<file path="config.mk">
export PLATFORM = sky130hd
export DESIGN_NAME = sid_write_sched
export DESIGN_NICKNAME = d
export VERILOG_FILES = /design/src/rtl/sid_write_sched.sv
export SDC_FILE = /design/constraint.sdc
export NUM_CORES = 1
export LEC_CHECK = 0
export CORE_MARGIN = 1.5
export CORE_UTILIZATION = 40
export DETAILED_ROUTE_END_ITERATION = 6
export HOLD_SLACK_MARGIN = 0.12
export PLACE_DENSITY = 0.6
export RECOVER_POWER = 100
export SLEW_MARGIN = 20
export SYNTH_ARGS = -nofsm -noshare
export SYNTH_HDL_FRONTEND = slang
export SYNTH_SLANG_ARGS = --single-unit
export TNS_END_PERCENT = 5
</file>
<file path="constraint.sdc">
create_clock -name CLK -period 4.45 [get_ports CLK]
set_clock_uncertainty 0.1 [all_clocks]
set_input_delay 0.445 -clock CLK [delete_from_list [all_inputs] [get_ports CLK]]
set_output_delay 0.445 -clock CLK [all_outputs]
set_load 0.01 [all_outputs]
</file>
<file path="src/rtl/sid_write_sched.sv">
// SID register-write scheduler: queued timed writes plus direct writes,
// merged onto one WR/ADDR/DATA port, with the 1 MHz CLKen strobe.
module sid_write_sched #(
  parameter int CLK_DIV = 12,
  parameter int FIFO_AW = 4
) (
  input  logic               CLK,
  input  logic               RESETn,
  input  logic               H_VALID,
  output logic               H_READY,
  input  logic [15:0]        H_DELAY,
  input  logic [4:0]         H_ADDR,
  input  logic [7:0]         H_DATA,
  input  logic               D_WR,
  input  logic [4:0]         D_ADDR,
  input  logic [7:0]         D_DATA,
  input  logic               FLUSH,
  output logic               CLKen,
  output logic               WR,
  output logic [4:0]         ADDR,
  output logic [7:0]         DATA,
  output logic [FIFO_AW:0]   LEVEL,
  output logic               BUSY
);

  localparam int DEPTH = 1 << FIFO_AW;
  localparam int DW    = $clog2(CLK_DIV);

  typedef enum logic [1:0] {
    IDLE,
    LOAD,
    WAIT,
    ISSUE
  } state_t;

  state_t            state;
  logic [DW-1:0]     div;
  logic [FIFO_AW:0]  count;
  logic [FIFO_AW-1:0] wptr;
  logic [FIFO_AW-1:0] rptr;
  logic [28:0]       mem [DEPTH];
  logic [28:0]       head;
  logic [15:0]       cur_delay;
  logic [4:0]        cur_addr;
  logic [7:0]        cur_data;
  logic              push;
  logic              pop;
  logic              issue_go;

  assign H_READY  = (count != (FIFO_AW+1)'(DEPTH));
  assign LEVEL    = count;
  assign BUSY     = (state != IDLE) || (count != '0);
  assign head     = mem[rptr];
  assign push     = H_VALID && H_READY && !FLUSH;
  assign pop      = (state == LOAD) && !FLUSH;
  assign issue_go = (state == ISSUE) && !D_WR && !FLUSH;

  always_ff @(posedge CLK or negedge RESETn) begin
    if (!RESETn) begin
      div   <= '0;
      CLKen <= 1'b0;
    end else begin
      CLKen <= (div == DW'(CLK_DIV - 1));
      if (div == DW'(CLK_DIV - 1)) div <= '0;
      else                         div <= div + DW'(1);
    end
  end

  always_ff @(posedge CLK) begin
    if (push) mem[wptr] <= {H_DELAY, H_ADDR, H_DATA};
  end

  always_ff @(posedge CLK or negedge RESETn) begin
    if (!RESETn) begin
      count <= '0;
      wptr  <= '0;
      rptr  <= '0;
    end else if (FLUSH) begin
      count <= '0;
      wptr  <= '0;
      rptr  <= '0;
    end else begin
      if (push) wptr <= wptr + 1'b1;
      if (pop)  rptr <= rptr + 1'b1;
      if (push && !pop)      count <= count + 1'b1;
      else if (pop && !push) count <= count - 1'b1;
    end
  end

  always_ff @(posedge CLK or negedge RESETn) begin
    if (!RESETn) begin
      state     <= IDLE;
      cur_delay <= '0;
      cur_addr  <= '0;
      cur_data  <= '0;
      WR        <= 1'b0;
      ADDR      <= '0;
      DATA      <= '0;
    end else begin
      // Direct writes always win the port; a blocked ISSUE simply retries.
      if (D_WR) begin
        WR   <= 1'b1;
        ADDR <= D_ADDR;
        DATA <= D_DATA;
      end else if (issue_go) begin
        WR   <= 1'b1;
        ADDR <= cur_addr;
        DATA <= cur_data;
      end else begin
        WR <= 1'b0;
      end

      if (FLUSH) begin
        state <= IDLE;
      end else begin
        unique case (state)
          IDLE: begin
            if (count != '0) state <= LOAD;
          end
          LOAD: begin
            cur_delay <= head[28:13];
            cur_addr  <= head[12:8];
            cur_data  <= head[7:0];
            state     <= (head[28:13] == 16'd0) ? ISSUE : WAIT;
          end
          WAIT: begin
            if (CLKen) begin
              cur_delay <= cur_delay - 16'd1;
              if (cur_delay == 16'd1) state <= ISSUE;
            end
          end
          ISSUE: begin
            if (!D_WR) state <= (count != '0) ? LOAD : IDLE;
          end
          default: state <= IDLE;
        endcase
      end
    end
  end

endmodule

</file>
==> metrics.cfg <==
[die]
num_io_pins = 69
rows = 83
coreArea_sq_um = 51300
dieArea_sq_um = 53300
start_util = 0.405
chipWidth_microns = 231
die_h_microns = 231

[synth]
synth.area.top_cells = edfxtp_1 67%, mux4_2 14%, dfrtp_1 7.6%
synth_nets = 1089
synth_top_area_share = 0.671
async_flop_share = 0.120
synth-edff-count = 464
synth_top_area_cell = edfxtp_1
synth.avg_cell_area_sq_um = 20.3
ys_seq_elements = 527
synthFlopType = edfxtp_1
ys_types = 46
ys_warn_count = 0
synth_area_sq_um = 20800
synth_cells = 1025
seq_area_frac_synth = 0.746

[drt]
vias = 10176
drcViolationCount = 0
drt-initial-drc-count = 1057
routedWlPerCell_microns = 24.8
viasPerCell = 5.48
drt_wl_total_microns = 46000
ant_nets = 0
first_pass_iters = 5

[finish]
area_growth_pct = 15.3
multi_input_area_sq_um = 5030
fin_cells = 1856
nNetsFinal = 1200
stdcell_area_sq_um = 24000
final_util = 0.467
drive_gt1_frac = 0.222
diodes = 0
regArea_sq_um = 15500
fill_cells = 4331

[sta]
clock.fmax_mhz = 265
totalNegativeSetupSlack_ns = 0
fin_crit_sh = 0.848
drv_slew = 199
setup_ws_ns = 0.677
min_period_ns = 3.77
hold_violations = 0
maxSlewHeadroom = -0.550
setup_violations = 0
worst_slew_pin_slew_ns = 2.33
rsz0062_at_grt = no

[power_and_ir_drop]
ir_worst_vdd_uv = 271
static-leakage-power_nw = 7.71
cellPowerDensity_nw_per_um2 = 511

[setup_path]
worst_ep_required_time_ns = 4.63
endpoint_kind = register
timing.critical_path.arrival_ns = 3.96
path_class = reg2reg
start_kind = register
cp_max_fo = 19

[min_path]
min_path_type = in2reg

[place]
place_ws_ns = 1.09
place_area_sq_um = 22500
dp_hpwl_microns = 25700
dpl.cell_count = 1761
port-buffer-count = 68
place_congestion = 0.741

[clocking]
cts_tree = built
cts_buffers = 52
clock_latency_ns = 0.59
cts_root_buf = clkbuf_16
numClockSinks = 527
post_cts_resize_count = 0
htree_levels = 2
clk_pin_slew_ns = 0.06
clockBufferDepth = 3

[grt]
overflow = 0
grt_pass1_wl_microns = 69000
grt_use_total = 0.177
grt_antenna_before_repair = 7
grt_max_degree = 56
first_global_vias = 10577

[outcome]
status = finished, violations left
violations = max-capacitance violations, max-slew violations

[flow_run]
maxCapViolations = 8

-- stage by stage --
stage / hold slack, ns / power, mW
finish: 0.316 / 12.2
global placement: 0.351 / 8.25
CTS: 0.295 / 12.4
floorplan: 0.0494 / 7.58
detailed placement: 0.357 / 8.28
global route: 0.321 / 12.8
-- registers in the layout (all words and copies together), names as in the netlist --
register   flops
ADDR           5
DATA           8
cur_delay     16
state          2
WR             1
div            4
cur_data       8
rptr           4
cur_addr       5
LEVEL          5
CLKen          1
wptr           4
mem          464
-- layer usage --
metal | track usage | up-vias | wire [microns]
met5 | 0 | - | 45
met4 | 0.0427 | 6 | 841
met3 | 0.0332 | 74 | 2710
met2 | 0.268 | 294 | 21200
met1 | 0.264 | 5370 | 21200
li1 | - | 4432 | -
-- worst paths after layout --
path                                       from                       to  slack [ns]  cells past startpoint
min in group asynchronous                RESETn  cur_addr[3]$_DFFE_PN0P_        1.00                      2
max in group asynchronous                RESETn      rptr[0]$_DFFE_PN0P_        1.85                      3
setup reg to reg           LEVEL[0]$_DFFE_PN0P_     mem[7][20]$_DFFE_PP_        0.68                      6
hold reg to reg                div[0]$_DFF_PN0_         div[0]$_DFF_PN0_        0.36                      1
setup / recovery           LEVEL[0]$_DFFE_PN0P_     mem[7][20]$_DFFE_PP_        0.68                      6
hold / removal                        D_ADDR[3]      ADDR[3]$_DFFE_PN0P_        0.32                      3
-- critical path, cell delays in order, from the launching register on --
cell	delay, ns
dfrtp_1	0.46
nor4_1	0.14
nand2_1	0.11
nand2_1	0.15
nor4b_1	0.48
and2_0	1.60
buf_4	0.40
-- cell usage after synthesis (all sizes together) (11+ instances only) --
cell type	number
edfxtp	464
mux4	128
dfrtp	63
nand2	54
nor2	32
a22oi	31
clkbuf	30
mux2i	29
o21ai	24
buf	22
ha	16
mux2	14
and2	11
-- placed cells by master (no fill, tap or decap), types with 6 or more instances in the layout --
cell type | Yosys | final
mux4_2 | 128 | 128
a21oi_1 | 7 | 7
mux2_2 | 14 | 14
dfrtp_1 | 63 | 61
clkinv_2 | 0 | 14
ha_1 | 16 | 16
nand2_1 | 54 | 54
o21ai_0 | 24 | 24
mux2i_1 | 29 | 29
clkdlybuf4s50_1 | 0 | 15
edfxtp_1 | 464 | 464
clkbuf_16 | 0 | 53
a22oi_1 | 31 | 31
dlygate4sd3_1 | 0 | 53
o221a_2 | 9 | 9
inv_1 | 7 | 7
clkbuf_1 | 30 | 20
xor2_1 | 7 | 7
clkinv_1 | 0 | 16
nand3_1 | 9 | 9
buf_4 | 3 | 16
clkbuf_2 | 0 | 6
and2_0 | 0 | 7
nor2_1 | 32 | 30
-- timing repair --
action	in CTS	in global routing
hold buffers	1	0
buffers inserted	0	0
endpoints found under the hold margin	41	0
-- layout make-up --
cell class | count | area share
clock buffer | 57 | 0.0560
clock inverter | 37 | 0.0103
inverter | 7 | 0.00110
multi-input combinational | 439 | 0.210
sequential | 527 | 0.647
tap | 680 | 0.0355
timing repair buffer | 109 | 0.0397
-- power by group --
group / internal, mW / switching, mW
Sequential: 5.64 / 0.270
Combinational: 1.15 / 1.05
Clock: 2.33 / 1.81
-- cells by family (layout without fill, tap and decap cells) --
kind of cell,count (synthesis),in the layout,synth area share
flops,527,527,0.746
mux,171,171,0.160
simple gates,155,155,0.0372
compound gates,85,85,0.0290
buf+inv,59,210,0.0118
fa+ha+maj,17,17,0.0106
xor+xnor,11,11,0.00464
(Power assumes the default switching activity.)
